==> src/rtl/palette_fade_ctrl_if.sv <==
// -----------------------------------------------------------------------------
// palette_fade_ctrl_if
//   Bundles the signals between the palette lookup/frame timing side and the
//   palette_fade_ctrl sequencer.
//
//   master : the surrounding video pipeline (drives requests, frame tick and the
//            looked-up palette colour; receives the scaled colour and status)
//   slave  : palette_fade_ctrl itself
//
//   frame_tick    one-cycle pulse per frame (vblank start)
//   fade_out_req  start fade to black (honoured only while fully bright)
//   fade_in_req   start fade from black (honoured only while black)
//   red/green/blue_in   4-bit palette colour
//   red/green/blue_out  4-bit scaled colour, registered
//   level         current brightness, 15 = full, 0 = black
//   busy          high while a fade is in progress
//   done          one-cycle pulse when a fade completes
// -----------------------------------------------------------------------------
`timescale 1ns/1ps

interface palette_fade_ctrl_if;
  logic       frame_tick;
  logic       fade_out_req;
  logic       fade_in_req;
  logic [3:0] red_in;
  logic [3:0] green_in;
  logic [3:0] blue_in;
  logic [3:0] red_out;
  logic [3:0] green_out;
  logic [3:0] blue_out;
  logic [3:0] level;
  logic       busy;
  logic       done;

  modport master (
    output frame_tick, fade_out_req, fade_in_req,
    output red_in, green_in, blue_in,
    input  red_out, green_out, blue_out,
    input  level, busy, done
  );

  modport slave (
    input  frame_tick, fade_out_req, fade_in_req,
    input  red_in, green_in, blue_in,
    output red_out, green_out, blue_out,
    output level, busy, done
  );
endinterface

==> src/rtl/palette_fade_ctrl.sv <==
// -----------------------------------------------------------------------------
// palette_fade_ctrl
//   Screen fade sequencer sitting between the palette colour lookup and the VGA
//   output stage. The looked-up 4-bit RGB is scaled by a brightness level to
//   give fade-to-black and fade-from-black transitions. Brightness only changes
//   on frame_tick, so a frame is never drawn with two different levels.
//
// Parameters
//   FRAME_DIV    frame_ticks per brightness step (>= 1)
//   HOLD_FRAMES  frame_ticks spent black before an automatic fade-in
//                (only with FADE_AUTO_RETURN_EN)
//
// Ports
//   Clk    system clock
//   Reset  synchronous, active-high; wins over everything, mid-fade included
//   bus    palette_fade_ctrl_if.slave (requests, frame tick, RGB in/out,
//          level, busy, done)
//
// Build option
//   FADE_AUTO_RETURN_EN : when defined, the black screen is held for
//   HOLD_FRAMES frame_ticks and then fades back in by itself. When undefined,
//   black is held until fade_in_req and no hold counter exists.
// -----------------------------------------------------------------------------
`timescale 1ns/1ps

module palette_fade_ctrl #(
  parameter int FRAME_DIV   = 2,
  parameter int HOLD_FRAMES = 30
) (
  input logic                Clk,
  input logic                Reset,
  palette_fade_ctrl_if.slave bus
);

  localparam int DATA_W = 4;   // colour channel width
  localparam int COEF_W = 4;   // brightness level width

  localparam logic [COEF_W-1:0] LVL_MAX = '1;
  localparam logic [COEF_W-1:0] LVL_MIN = '0;

  localparam int DIV_W = (FRAME_DIV > 1) ? $clog2(FRAME_DIV) : 1;
  localparam logic [DIV_W-1:0] DIV_LAST = DIV_W'(FRAME_DIV - 1);

  // Parameter sanity: a zero divider or hold time has no meaning.
  if (FRAME_DIV < 1 || HOLD_FRAMES < 1) begin : g_param_check
    $error("palette_fade_ctrl: FRAME_DIV and HOLD_FRAMES must be >= 1");
  end

  typedef enum logic [1:0] {
    ST_BRIGHT     = 2'd0,
    ST_FADING_OUT = 2'd1,
    ST_BLACK      = 2'd2,
    ST_FADING_IN  = 2'd3
  } state_t;

  state_t              state_q, state_nxt;
  logic [COEF_W-1:0]   level_q, level_nxt;
  logic [DIV_W-1:0]    div_q,   div_nxt;
  logic                busy_q,  busy_nxt;
  logic                done_q,  done_nxt;

`ifdef FADE_AUTO_RETURN_EN
  localparam int HOLD_W = (HOLD_FRAMES > 1) ? $clog2(HOLD_FRAMES) : 1;
  localparam logic [HOLD_W-1:0] HOLD_LAST = HOLD_W'(HOLD_FRAMES - 1);
  logic [HOLD_W-1:0]   hold_q, hold_nxt;
`endif

  logic [DATA_W-1:0]   red_p1, green_p1, blue_p1;

  // c * (level + 1) >> 4: level 15 is a pass-through, level 0 gives black.
  // The product never exceeds 15 * 16 = 240, so the top bit stays clear.
  function automatic logic [DATA_W-1:0] scale_chan(
    input logic [DATA_W-1:0] c,
    input logic [COEF_W-1:0] lvl
  );
    logic [COEF_W:0]          gain;
    logic [DATA_W+COEF_W:0]   prod;
    gain = {1'b0, lvl} + (COEF_W+1)'(1);
    prod = {{(COEF_W+1){1'b0}}, c} * {{DATA_W{1'b0}}, gain};
    return prod[COEF_W +: DATA_W];
  endfunction

  // Next-state / next-control logic.
  always_comb begin
    state_nxt = state_q;
    level_nxt = level_q;
    div_nxt   = div_q;
    done_nxt  = 1'b0;
`ifdef FADE_AUTO_RETURN_EN
    hold_nxt  = hold_q;
`endif

    unique case (state_q)
      ST_BRIGHT: begin
        // A simultaneous fade_in_req is meaningless here and is dropped.
        if (bus.fade_out_req) begin
          state_nxt = ST_FADING_OUT;
          div_nxt   = '0;
        end
      end

      ST_FADING_OUT: begin
        if (bus.frame_tick) begin
          if (div_q == DIV_LAST) begin
            div_nxt = '0;
            if (level_q != LVL_MIN) begin
              level_nxt = level_q - COEF_W'(1);
            end
            if (level_q <= COEF_W'(1)) begin
              state_nxt = ST_BLACK;
              done_nxt  = 1'b1;
`ifdef FADE_AUTO_RETURN_EN
              hold_nxt  = '0;
`endif
            end
          end else begin
            div_nxt = div_q + DIV_W'(1);
          end
        end
      end

      ST_BLACK: begin
        // The tick that coincides with acceptance is not counted toward the
        // first brightness step.
        if (bus.fade_in_req) begin
          state_nxt = ST_FADING_IN;
          div_nxt   = '0;
`ifdef FADE_AUTO_RETURN_EN
          hold_nxt  = '0;
        end else if (bus.frame_tick) begin
          if (hold_q == HOLD_LAST) begin
            state_nxt = ST_FADING_IN;
            div_nxt   = '0;
            hold_nxt  = '0;
          end else begin
            hold_nxt = hold_q + HOLD_W'(1);
          end
`endif
        end
      end

      ST_FADING_IN: begin
        if (bus.frame_tick) begin
          if (div_q == DIV_LAST) begin
            div_nxt = '0;
            if (level_q != LVL_MAX) begin
              level_nxt = level_q + COEF_W'(1);
            end
            if (level_q >= (LVL_MAX - COEF_W'(1))) begin
              state_nxt = ST_BRIGHT;
              done_nxt  = 1'b1;
            end
          end else begin
            div_nxt = div_q + DIV_W'(1);
          end
        end
      end

      default: begin
        state_nxt = ST_BRIGHT;
        level_nxt = LVL_MAX;
        div_nxt   = '0;
      end
    endcase

    // busy is registered from the next state so it tracks state_q exactly.
    busy_nxt = (state_nxt == ST_FADING_OUT) || (state_nxt == ST_FADING_IN);
  end

  // ---- stage p1: control registers and scaled colour ----
  always_ff @(posedge Clk) begin
    if (Reset) begin
      state_q  <= ST_BRIGHT;
      level_q  <= LVL_MAX;
      div_q    <= '0;
      busy_q   <= 1'b0;
      done_q   <= 1'b0;
`ifdef FADE_AUTO_RETURN_EN
      hold_q   <= '0;
`endif
      red_p1   <= '0;
      green_p1 <= '0;
      blue_p1  <= '0;
    end else begin
      state_q  <= state_nxt;
      level_q  <= level_nxt;
      div_q    <= div_nxt;
      busy_q   <= busy_nxt;
      done_q   <= done_nxt;
`ifdef FADE_AUTO_RETURN_EN
      hold_q   <= hold_nxt;
`endif
      // Scaled with the level held at the start of this cycle.
      red_p1   <= scale_chan(bus.red_in,   level_q);
      green_p1 <= scale_chan(bus.green_in, level_q);
      blue_p1  <= scale_chan(bus.blue_in,  level_q);
    end
  end

  assign bus.red_out   = red_p1;
  assign bus.green_out = green_p1;
  assign bus.blue_out  = blue_p1;
  assign bus.level     = level_q;
  assign bus.busy      = busy_q;
  assign bus.done      = done_q;

endmodule
==> src/flat_wrapper.sv <==
// flat-port wrapper written by rule: the top's interface ports become plain ports
module palette_fade_ctrl_flat 
#(
  parameter int FRAME_DIV   = 2,
  parameter int HOLD_FRAMES = 30
)
  (Clk, Reset, bus_frame_tick, bus_fade_out_req, bus_fade_in_req, bus_red_in, bus_green_in, bus_blue_in, bus_red_out, bus_green_out, bus_blue_out, bus_level, bus_busy, bus_done);
  palette_fade_ctrl_if bus_i ();
  input logic Clk;
  input logic Reset;
  input wire logic [$bits(bus_i.frame_tick)-1:0] bus_frame_tick;
  input wire logic [$bits(bus_i.fade_out_req)-1:0] bus_fade_out_req;
  input wire logic [$bits(bus_i.fade_in_req)-1:0] bus_fade_in_req;
  input wire logic [$bits(bus_i.red_in)-1:0] bus_red_in;
  input wire logic [$bits(bus_i.green_in)-1:0] bus_green_in;
  input wire logic [$bits(bus_i.blue_in)-1:0] bus_blue_in;
  output wire logic [$bits(bus_i.red_out)-1:0] bus_red_out;
  output wire logic [$bits(bus_i.green_out)-1:0] bus_green_out;
  output wire logic [$bits(bus_i.blue_out)-1:0] bus_blue_out;
  output wire logic [$bits(bus_i.level)-1:0] bus_level;
  output wire logic [$bits(bus_i.busy)-1:0] bus_busy;
  output wire logic [$bits(bus_i.done)-1:0] bus_done;
  assign bus_i.frame_tick = bus_frame_tick;
  assign bus_i.fade_out_req = bus_fade_out_req;
  assign bus_i.fade_in_req = bus_fade_in_req;
  assign bus_i.red_in = bus_red_in;
  assign bus_i.green_in = bus_green_in;
  assign bus_i.blue_in = bus_blue_in;
  assign bus_red_out = bus_i.red_out;
  assign bus_green_out = bus_i.green_out;
  assign bus_blue_out = bus_i.blue_out;
  assign bus_level = bus_i.level;
  assign bus_busy = bus_i.busy;
  assign bus_done = bus_i.done;
  palette_fade_ctrl #(.FRAME_DIV(FRAME_DIV), .HOLD_FRAMES(HOLD_FRAMES)) u_core (.Clk(Clk), .Reset(Reset), .bus(bus_i));
endmodule
==> config.mk <==
export PLATFORM = sky130hd
export DESIGN_NAME = palette_fade_ctrl_flat
export DESIGN_NICKNAME = d
export VERILOG_FILES = /design/src/rtl/palette_fade_ctrl_if.sv /design/src/rtl/palette_fade_ctrl.sv /design/src/flat_wrapper.sv
export SDC_FILE = /design/constraint.sdc
export NUM_CORES = 1
export LEC_CHECK = 0
export CORE_MARGIN = 2
export CORE_UTILIZATION = 43
export CTS_CLUSTER_DIAMETER = 60
export DETAILED_ROUTE_END_ITERATION = 7
export PLACE_DENSITY_LB_ADDON = 0.08
export SLEW_MARGIN = 25
export SYNTH_ARGS = -nofsm -noshare
export SYNTH_HDL_FRONTEND = slang
export SYNTH_SLANG_ARGS = --single-unit
==> constraint.sdc <==
create_clock -name Clk -period 9 [get_ports Clk]
set_clock_uncertainty 0.15 [all_clocks]
set_input_delay 2.7 -clock Clk [delete_from_list [all_inputs] [get_ports Clk]]
set_output_delay 2.7 -clock Clk [all_outputs]
set_load 0.05 [all_outputs]
# Yosys cells after proc, flatten, opt, wreduce, memory -nomap -nowiden
# Index checks and enable logic that the tools add are counted.
[op_classes] eq_ne=15 mux=28 addsub=4 magnitude_cmp=2 n_reduce_logical=7 multipliers=3
[op_table] op="multiplier 4 x 5 -> 8 bit" count=3
[op_table] op="2-to-1 mux 4 bit" count=6
[op_table] op="2-to-1 mux 2 bit" count=8
[op_table] op="2-to-1 mux 1 bit" count=10
[op_table] op="inequality test 2 x 1 -> 1 bit, second input constant" count=5
[op_table] op="inequality test 2 bit, second input constant" count=4
[op_table] op="one-hot mux 2 bit (4 select lines)" count=1
[op_table] op="one-hot mux 4 bit (2 select lines)" count=1
[op_table] op="AND reduction 7 bit" count=1
[op_table] op="equality test 2 bit, second input constant" count=3
[op_table] op="adder 4 x 1 -> 5 bit, second input constant" count=1
[op_table] op="adder 4 x 1 -> 4 bit, second input constant" count=1
[op_table] op="equality test 2 x 1 -> 1 bit, second input constant" count=2
[op_table] op="greater-or-equal comparator 4 bit, second input constant" count=1
[op_table] op="<= comparator 4 x 1 -> 1 bit, second input constant" count=1
[op_table] op="inequality test 4 bit, second input constant" count=1
[op_table] op="nonzero test 4 bit" count=1
[op_table] op="subtractor 4 x 1 -> 4 bit, second input constant" count=1
[op_table] op="one-hot mux 1 bit (3 select lines)" count=1
[op_table] op="AND reduction 3 bit" count=1
[op_table] op="zero test 2 bit" count=1
[op_table] op="one-hot mux 1 bit (2 select lines)" count=1
[op_table] op="nonzero test 2 bit" count=1
[op_table] op="OR reduction 2 bit" count=1
[op_table] op="other kinds (2)" count=2
[totals] wordCells=67 regBits=21 inputBits=17 out_inout_bits=18

# Logic depth before layout (Yosys ltp)
# Gate-level depths: netlist (run 1).
[depth] word_depth=7 depth_mapped=14 mapped_depth_nobuf=12

# Worst setup path after synthesis (run 1)
# Ideal clock, no wire load.
[synth_timing] path_kind="input port to flip-flop" start="input bus_green_in[3]" end="register u_core.green_p1[3] (netlist: u_core.bus.green_out[3])" arrival_ps=5074 path_slack_ps=3707 required_ps=8781 n_path_buf=0 path_stages=10 setup_ps=69 path_cell_list="and2_1 > fa_1 > inv_1 > fa_1 > inv_1 > ha_1 > nand4b_1 > o2111ai_1 > a2111o_1 > o21ai_1"
[synth_between] elab_chain_len=1
[synth_rtl] element="from (decl)" line="flat_wrapper.sv:15" source="input wire logic [$bits(bus_i.green_in)-1:0] bus_green_in;"
[synth_rtl] element="multiplier 4 x 5 -> 8 bit" line="palette_fade_ctrl.sv:79" source="prod = {{(COEF_W+1){1'b0}}, c} * {{DATA_W{1'b0}}, gain};"
[synth_rtl] element="to (signal assigned)" line="palette_fade_ctrl.sv:195" source="green_p1 <= scale_chan(bus.green_in, level_q);"
[synth_rtl] element="to (decl)" line="palette_fade_ctrl.sv:68" source="logic [DATA_W-1:0] red_p1, green_p1, blue_p1;"
# No other way between the ends.
# A chain may end at the register's enable or synchronous reset.

# Worst setup path in the final report (run 1)
[layout_timing] start="input bus_blue_in[3]" end="register u_core.blue_p1[3] (netlist: u_core.bus.blue_out[3])"
[layout_between] elab_chain_len=1
[layout_rtl] element="from (decl)" line="flat_wrapper.sv:16" source="input wire logic [$bits(bus_i.blue_in)-1:0] bus_blue_in;"
[layout_rtl] element="multiplier 4 x 5 -> 8 bit" line="palette_fade_ctrl.sv:79"
[layout_rtl] element="to (signal assigned)" line="palette_fade_ctrl.sv:196" source="blue_p1 <= scale_chan(bus.blue_in, level_q);"
[layout_rtl] element="to (decl)" line="palette_fade_ctrl.sv:68"
# No other way between the ends.

==> results.md, run 1 <==
* Status: finished clean
* Placed Area at 2590 um^2
* Hold buffer count at cts at 0
* DRT Pass-1 Iters at 4
* Wire length on met1 at 2340 um
* Slowest CP cell: fa_1
* Worst Path Buf+Inv at 3
* Achievable Freq at around 0.18 GHz
* Post-CTS Setup Bufs at 0
* Power Density at between 100 and 150 nW/um^2
* Final setup viols at 0
* Top sig layer: met4
* Clk root buf: clkbuf_8
* Die X at roughly 76 um
* Worst setup path class: input pin to flop
* GRT Total Usage at roughly a fifth
* IO Port Bufs at 34
* Starting density of the core at roughly 44%
* N_diodes at 0
* Startpoint class of the critical path: input pin
* Worst-path clk slew at approximately 80 ps
* Overall routed net length at about 4700 um
* Antenna violations before repair at 0
* Required @ worst endpoint at ~9100 ps
* LEAKAGE at 1.17 nW
* Sequential fraction of the synthesis area at between 10% and 20%
* Share of synthesized flip-flops with an asynchronous set or reset at 0%
* Hold Fails Final Rpt at 0
* Setup WS pre-CTS at between 3000 and 4000 ps
* Dominant synthesized flop cell: dfxtp_1
* Via density at 5.22
* Grt total ovfl at 0
* Layout Cells excl Fill at roughly 350
* CTS Buf Count at 3
* Mean Syn Cell Area at ~8.7 um^2
* H-tree levels at 1
* Worst-margin pin slew at 917 ps
* Core Region at 5040 um^2
* Post-CTS sizing at 0
* First-pass GRT wire length at about 8000 um
* Cell Rows at 26
* Maxcap violations at 0
* DR DRC count at 0
* Final period utilization at between 60% and 70%
* Routability cong. at about 0.8
* Die Y-Extent at 75.7 um
* Die area at between 5000 and 6000 um^2
* Dpl cells at 350
* Area growth, synth to finish at 20.5%
* WL met2 at ~2200 um
* Share of post-route cells with drive strength above 1 at under 10%
* Remaining antenna violation count at 0
* TNS Setup at 0 ps
* Post-synth net total at 319
* Cell Area, Synth at roughly 2200 um^2
* Max-slew violations at 0
* Cells after Synth at 255
* Hpwl dp at 3590 um
* Final Worst Setup Slack at between 3000 and 4000 ps
* Crit end category: flop
* Fin crit period at 5690 ps
* Vias in the first global route at 1,804
* DRT iter0 DRCs at 76
* Worst path max stage delay at between 500 and 600 ps
* CP cell instances: clkdlybuf4s50_1 -> and2_1 -> fa_1 -> inv_1 -> fa_1 -> inv_1 -> ha_1 -> nand4b_1 -> o2111ai_1 -> a2111o_1 -> o21ai_1
* WL per Instance at 13.4 um
* Clock Latency Late Sink at approximately 270 ps
* Unrepaired setup endpoints after global routing: false
* CP Max Fanout at 5
* Hold WC Path Type: flop to flop
* Largest net degree at the start of global routing at 17
* Delay-heaviest family, CP: adder cells
* CTS tree: built
* Worst relative slew slack at 38.4%
* Final Cell Area at 2660 um^2
* FF+latch count, synth at 20
* Netlist cell types at 43
* Post-synth EDFFs at 0
* Synthesis warning total at 0
* Met3 Wirelength at 133 um
* CP Data Arrival Time at ~5700 ps
* # clock sinks at 20
* Hold_ws at approximately 400 ps
* Worst VDD drop at ~0.000075 V
* Num ports at 35
* Clock Tree Buf Depth at 2
* DR vias at 1,848
* Final net count at 349
[worst paths after layout]
check | start | endpoint | slack [ps] | cells past startpoint
max | bus_blue_in[3] | u_core.bus.blue_out[3] | 3310 | 11
min | u_core.div_q | u_core.div_q | 400 | 2
max reg2reg | u_core.bus.level[0] | u_core.bus.red_out[3] | 4530 | 11
min reg2reg | u_core.div_q | u_core.div_q | 400 | 2
[cell families after synthesis]
family / share of synthesized area [%]
simple gates: 25.1
flops: 18.1
compound gates: 12.2
xor+xnor: 5.15
mux: 1.41
buf+inv: 6.34
fa+ha+maj: 31.7
[registers in the layout (all words and copies together) (netlist names)]
signal / count
u_core.bus.blue_out: 4
u_core.bus.green_out: 4
u_core.bus.level: 4
u_core.bus.red_out: 4
u_core.bus.busy: 1
u_core.bus.done: 1
u_core.div_q: 1
u_core.state_q: 1
[final cells by class]
class / instances / area [um^2]
clock buffers: 3 / 41.3
clock inverters: 1 / 30.0
fillers: 487 / 2380
inverters: 25 / 93.8
multi-input cells: 201 / 1670
flip-flops and latches: 20 / 400
well taps: 70 / 87.6
repair buffers: 34 / 340
[Yosys cell counts, types with 2 or more instances]
| cell | count | share of area, % |
|---|---|---|
| o21ai_0 | 2 | 0.45 |
| fa_1 | 15 | 14 |
| nand2_1 | 33 | 5.6 |
| and2_1 | 21 | 5.9 |
| mux2i_1 | 2 | 0.91 |
| clkbuf_1 | 4 | 0.68 |
| a2111o_1 | 3 | 1.5 |
| or2_2 | 2 | 0.57 |
| nand3_1 | 6 | 1.4 |
| nor2b_1 | 3 | 0.85 |
| ha_1 | 32 | 18 |
| or2_1 | 3 | 0.85 |
| nor2_1 | 5 | 0.85 |
| buf_2 | 3 | 0.68 |
| o21ai_1 | 4 | 0.91 |
| dfxtp_1 | 20 | 18 |
| nand4b_1 | 3 | 1.2 |
| and2_2 | 5 | 1.7 |
| a211oi_1 | 3 | 1.0 |
| nor4_1 | 2 | 0.57 |
| xnor2_1 | 12 | 4.8 |
| inv_1 | 25 | 4.2 |
| o2111ai_1 | 4 | 1.6 |
| or3_1 | 3 | 0.85 |
| nor3_1 | 4 | 0.91 |
| o211ai_1 | 4 | 1.4 |
| a21oi_1 | 9 | 2.0 |
| nand4_1 | 6 | 1.7 |
| o21bai_1 | 3 | 1.0 |
[stage by stage]
stage               total power, mW  util (%)
finish                        0.270      52.8
global route                  0.287      52.8
CTS                           0.275      52.8
detailed placement            0.180      51.4
global placement              0.180      51.4
floorplan                     0.153         -
[worst reg2reg max path: stages, from the launching register on]
cell       delay (ps)
dfxtp_1           660
ha_1              410
xor2_1            710
nand2_1           170
fa_1              520
fa_1              550
inv_1              40
ha_1              330
nand4b_1          140
o2111ai_1         200
a2111o_1          450
o21ai_1            70
[layout by cell type (no fill, tap or decap), drive strengths merged, types with 4 or more instances in the layout]
cell,count
o21ai,6
ha,32
inv,25
nor2,5
xnor2,12
a21oi,9
nand3,6
nand2,33
o211ai,4
clkdlybuf4s50,34
fa,15
nor3,4
o2111ai,4
dfxtp,20
and2,26
or2,5
nand4,6
[per-layer routing]
layer | global-route usage (%) | up-vias
met5 | 0 | -
met4 | 2.92 | 0
met3 | 3.17 | 5
met2 | 32.3 | 34
met1 | 25.2 | 875
li1 | - | 934
[power by group]
group	internal, mW	leakage (nW)	switching [mW]	total [mW]
combinational	0.0335	0.967	0.0479	0.0814
clock	0.0595	0.0357	0.0330	0.0925
sequential	0.0940	0.165	0.00261	0.0966
total	0.187	1.17	0.0835	0.270
Power figures use the tool's default switching activity.
==> inputs of run 2 (changes only) <==
Clock period 9 ns to 5.9 ns, I/O delays scaled along.
==> results.md, run 2 (synthesis gave the netlist of run 1 again) <==
* Final net count at 350 (+0.29%)
* Hold WC Path Type: flop to flop
* Fillers at 488 (+0.21%)
* Vias in the first global route at 1,828 (+1.3%)
* Die X at 75.7 um (unchanged)
* Antenna violations before repair at 0 (unchanged)
* Worst Setup SP: bus_blue_in[3]
* Slowest CP cell: fa_1
* Die Y-Extent at 75.7 um (unchanged)
* Core Region at 5040 um^2 (unchanged)
* WL per Instance at 13.3 um (-0.89%)
* Worst-margin pin slew at 853 ps (-64.8 ps)
* Reg-to-reg endpoint: u_core.bus.red_out[3]
* Post-CTS sizing at 0 (unchanged)
* Hold Fails Final Rpt at 0 (unchanged)
* Clk root buf: clkbuf_8
* Max-slew violations at 0 (unchanged)
* Hold buffer count at cts at 0 (unchanged)
* DRT Pass-1 Iters at 4 (unchanged)
* First-pass GRT wire length at 8400 um (+2.2%)
* DR DRC count at 0 (unchanged)
* Dpl cells at 351 (+0.29%)
* Worst setup path class: input pin to flop
* Required @ worst endpoint at 5960 ps (-3090 ps)
* Final setup viols at 0 (unchanged)
* Worst VDD drop at 0.000142 V (+89%)
* Power Density at 155 nW/um^2 (+53%)
* Cell Rows at 26 (unchanged)
* Achievable Freq at roughly 0.21 GHz
* Most frequent cells in the layout: clkdlybuf4s50_1, nand2_1, ha_1
* Post-layout util at 53.0% (+0.15 points)
* Overall routed net length at 4720 um (-0.61%)
* Post-CTS Setup Bufs at 0 (unchanged)
* Worst-path clk slew at 80 ps (about the same)
* Unrepaired setup endpoints after global routing: false
* RR Startpoint: u_core.bus.level[0]
* TNS Setup at 0 ps (unchanged)
* Grt total ovfl at 0 (unchanged)
* H-tree levels at 1 (unchanged)
* Clock Latency Late Sink at 270 ps (about the same)
* CP Max Fanout at 5 (unchanged)
* Starting density of the core at 43.8% (unchanged)
* Maxcap violations at 0 (unchanged)
* GRT Total Usage at 19.2% (+0.47 points)
* CP cell instances: clkdlybuf4s50_1 -> and2_1 -> fa_1 -> inv_1 -> fa_1 -> inv_1 -> ha_1 -> nand4b_1 -> o2111ai_1 -> a2111o_1 -> o21ai_1
* Share of post-route cells with drive strength above 1 at 5.61% (+0.33 points)
* Die area at 5730 um^2 (unchanged)
* IO Port Bufs at 34 (unchanged)
* R2R setup slack at 1450 ps (-3080 ps)
* DR vias at 1,811 (-2.0%)
* Commonest non-fill, non-tap cell in the layout: clkdlybuf4s50_1
* Worst relative slew slack at 43.0% (+4.6 points)
* Startpoint class of the critical path: input pin
* Worst path max stage delay at 540 ps (about the same)
* Reg2Reg Depth at 11 (unchanged)
* Worst setup path end: u_core.bus.blue_out[3]
* Area growth, synth to finish at 20.8%
* Routability cong. at 0.803 (-1.5%)
* CTS tree: built
* DRT iter0 DRCs at 44 (-42%)
* N_diodes at 0 (unchanged)
* Largest net degree at the start of global routing at 17 (unchanged)
* Hpwl dp at 3530 um (-1.6%)
* Clock Tree Buf Depth at 2 (unchanged)
* Via density at 5.10 (-2.3%)
* Hold path start: u_core.div_q
* Fin crit period at ~4700 ps
* Status: finished clean
* LEAKAGE at 1.17 nW (+0.46%)
* CTS Buf Count at 3 (unchanged)
* Num ports at 35 (unchanged)
* # clock sinks at 20 (unchanged)
* CP Data Arrival Time at 4800 ps (-940 ps)
* Crit end category: flop
* Remaining antenna violation count at 0 (unchanged)
* Final period utilization at 80.4%
* Layout Cells excl Fill at 355 (+0.28%)
-- run 2: area by class of cell --
type / instances / area, um^2 / share of cell area, %
Clock buffer: 3 / 41.3 / 1.55
Clock inverter: 1 / 30.0 / 1.12
Inverter: 25 / 93.8 / 3.51
Multi-Input combinational cell: 201 / 1670 / 62.5
Sequential cell: 20 / 400 / 15.0
Tap cell: 70 / 87.6 / 3.28
Timing Repair Buffer: 35 / 348 / 13.0
-- run 2: power by group --
group	switching [mW]	internal, mW	leakage, nW
clock	0.0515	0.0908	0.0357
combinational	0.0729	0.0512	0.973
sequential	0.00402	0.143	0.165
total	0.128	0.285	1.17
-- run 2: routing by layer --
layer / routed length [um] / share of wire (%) / vias up / global-route usage (%)
met4: 51 / 1.1 / 0 / 5.07
li1: - / - / 935 / -
met3: 140 / 3.0 / 4 / 3.17
met1: 2410 / 51 / 841 / 26.1
met2: 2120 / 45 / 31 / 31.8
met5: 0 / 0 / - / 0
-- run 2: through the flow --
stage | power (mW) | worst slack, ps | hold slack [ps] | area, um^2
2_1_floorplan | 0.233 | 1540 | 348 | 2210
3_3_place_gp | 0.275 | 913 | 374 | 2600
3_5_place_dp | 0.275 | 858 | 377 | 2600
4_1_cts | 0.421 | 1130 | 396 | 2670
5_1_grt | 0.436 | 1000 | 441 | 2670
6_report | 0.414 | 1160 | 403 | 2670
-- run 2: how the worst min path moves through the flow --
stage | to | cells after the start
3_3_place_gp | u_core.div_q | 2
2_1_floorplan | u_core.div_q | 2
6_report | u_core.div_q | 2
3_5_place_dp | u_core.div_q | 2
4_1_cts | u_core.div_q | 2
5_1_grt | u_core.div_q | 2
-- run 2: worst max-delay path, delay by kind of cell --
family	cells	cell delay, ps
adder cells (fa/ha/maj)	3	1410
AO/OA/AOI/OAI	3	700
AND/OR/NAND/NOR	2	350
buffers and inverters	3	570
==> inputs of run 3 (changes only) <==
Clock period 5.9 ns to 4.6 ns, I/O delays scaled along.
==> results.md, run 3 (synthesis gave the netlist of run 1 again) <==
* Status: finished clean
* Die Y-Extent at 75.7 um (unchanged)
* IO Port Bufs at 34 (unchanged)
* Largest net degree at the start of global routing at 17 (unchanged)
* LEAKAGE at 1.23 nW (+5.2%)
* DRT Pass-1 Iters at 4 (unchanged)
* H-tree levels at 1 (unchanged)
* Cell depth of the worst min-delay path at 2 (unchanged)
* CP Data Arrival Time at 4430 ps (-370 ps)
* Area growth, synth to finish at 25.2%
* Unrepaired setup endpoints after global routing: false
* Num ports at 35 (unchanged)
* GRT Total Usage at 19.2% (about the same)
* Cell Rows at 26 (unchanged)
* GRT met1 Usage at 27.1% (+0.95 points)
* CTS tree: built
* Hold buffer count at cts at 0 (unchanged)
* Register Area at 400 um^2 (unchanged)
* Power Density at 192 nW/um^2 (+24%)
* Fin crit period at between 4000 and 5000 ps
* First-pass GRT wire length at 8460 um (+0.74%)
* Hold path start: u_core.div_q
* Die area at 5730 um^2 (unchanged)
* CP Max Fanout at 5 (unchanged)
* Met3 usage at 4.50% (+1.3 points)
* Clock Latency Late Sink at 260 ps (about the same)
* Hpwl dp at 3710 um (+5.2%)
* DR vias at 1,918 (+5.9%)
* DRT iter0 DRCs at 77 (+75%)
* Post-CTS Setup Bufs at 0 (unchanged)
* Fillers at 483 (-1.0%)
* WL per Instance at 13.1 um (-1.1%)
* Via density at 5.21 (+2.2%)
* Die X at 75.7 um (unchanged)
* Share of post-route cells with drive strength above 1 at 9.73% (+4.1 points)
* Post-CTS sizing at 0 (unchanged)
* Antenna violations before repair at 0 (unchanged)
* Placed Area at 2700 um^2 (+3.8%)
* Routability cong. at 0.771 (-4.0%)
* # clock sinks at 20 (unchanged)
* Switching share of power at 30.3% (-0.72 points)
* Final net count at 363 (+3.7%)
* RR Startpoint: u_core.bus.level[0]
* Logic pwr share at 31.1% (+1.1 points)
* Worst-path clk slew at 80 ps (about the same)
* Reg2Reg Depth at 12 (+1)
* Hold WC Path Type: flop to flop
* Final Total Pwr at 533 uW (+29%)
* Worst setup path class: input pin to flop
* Starting density of the core at 43.8% (unchanged)
* Int Pwr at 371 uW (+30%)
* Hold path endpoint: u_core.div_q
* Met2 Use GR at 29.5% (-2.3 points)
* Hold Fails Final Rpt at 0 (unchanged)
* Worst VDD drop at 0.000219 V (+55%)
* R2R setup slack at 630 ps (-820 ps)
* Achievable Freq at around 0.23 GHz
* Register share of total power at 35.4% (-0.2 points)
* Overall routed net length at 4830 um (+2.5%)
* Commonest non-fill, non-tap cell in the layout: clkdlybuf4s50_1
* Crit end category: flop
* Final setup viols at 0 (unchanged)
* Grt total ovfl at 0 (unchanged)
* Worst relative slew slack at 55.2% (+12 points)
* Required @ worst endpoint at 4640 ps (-1320 ps)
* Clk root buf: clkbuf_8
* Multi-input gate area at 1670 um^2 (unchanged)
* Maxcap violations at 0 (unchanged)
* Vias in the first global route at 1,818 (-0.55%)
* Startpoint class of the critical path: input pin
* Core Region at 5040 um^2 (unchanged)
* CTS Buf Count at 3 (unchanged)
* Final period utilization at between 90 and 100%
* P_sw at 162 uW (+26%)
* Most Crowded Layer GR: met2
* Final Cell Area at 2770 um^2 (+3.7%)
* Clock power share at 33.4% (-1.0 points)
* Most frequent cells in the layout: clkdlybuf4s50_1, nand2_1, ha_1
* Reg-to-reg endpoint: u_core.bus.blue_out[3]
* Worst-margin pin slew at 670 ps (-183 ps)
* Max-slew violations at 0 (unchanged)
* Remaining antenna violation count at 0 (unchanged)
* N_diodes at 0 (unchanged)
* DR DRC count at 0 (unchanged)
* Clock Tree Buf Depth at 2 (unchanged)
==> run 3: cell count changes in the layout (fill, tap and decap cells not counted), sizes merged <==
cell / change
buf: +13
==> run 3: stage by stage <==
stage	hold slack [ps]	utilization [%]	TNS, ps	setup WS, ps	instances
floorplan	348	-	0	377	255
global placement	375	53.5	0	46.6	364
global route	453	54.9	0	81.6	368
CTS	393	54.9	0	239	368
finish	387	54.9	0	213	368
detailed placement	382	53.5	-9.23	-9.23	364
==> run 3: worst max-delay path by stage <==
stage	startpoint	end	slack [ps]	depth (start not counted)
final	bus_blue_in[3]	u_core.bus.blue_out[3]	210	11
after global routing	bus_blue_in[3]	u_core.bus.blue_out[3]	80	11
after detailed placement	bus_blue_in[3]	u_core.bus.blue_out[3]	-9	11
after CTS	bus_blue_in[3]	u_core.bus.blue_out[3]	240	11
after global placement	bus_blue_in[3]	u_core.bus.blue_out[3]	50	11
after floorplan	u_core.bus.level[0]	u_core.bus.green_out[3]	380	13
==> run 3: critical path, stage by stage <==
cell             delay, ps
clkdlybuf4s50_1        470
and2_1                 210
fa_1                   530
inv_1                   50
fa_1                   530
inv_1                   50
ha_1                   320
nand3_1                130
o2111ai_1              220
a2111o_1               450
o21ai_1                 80
==> run 3: area by class of cell <==
class,instances,share of cell area (%)
multi-input combinational,201,60.3
timing repair buffer,48,16.1
clock inverter,1,1.08
sequential,20,14.5
tap,70,3.16
clock buffer,3,1.49
inverter,25,3.39
==> run 3: power groups by stage <==
stage	Sequential [mW]	Combinational (mW)	Clock, mW
after floorplan	0.228	0.0705	0
after global placement	0.193	0.166	0
after detailed placement	0.193	0.166	0
after global routing	0.190	0.184	0.191
after CTS	0.189	0.168	0.183
final	0.189	0.166	0.178
==> run 3: metal layers <==
metal	up-vias	wire [um]
li1	960	-
met1	903	2370
met2	43	2160
met3	12	226
met4	0	76
met5	-	0
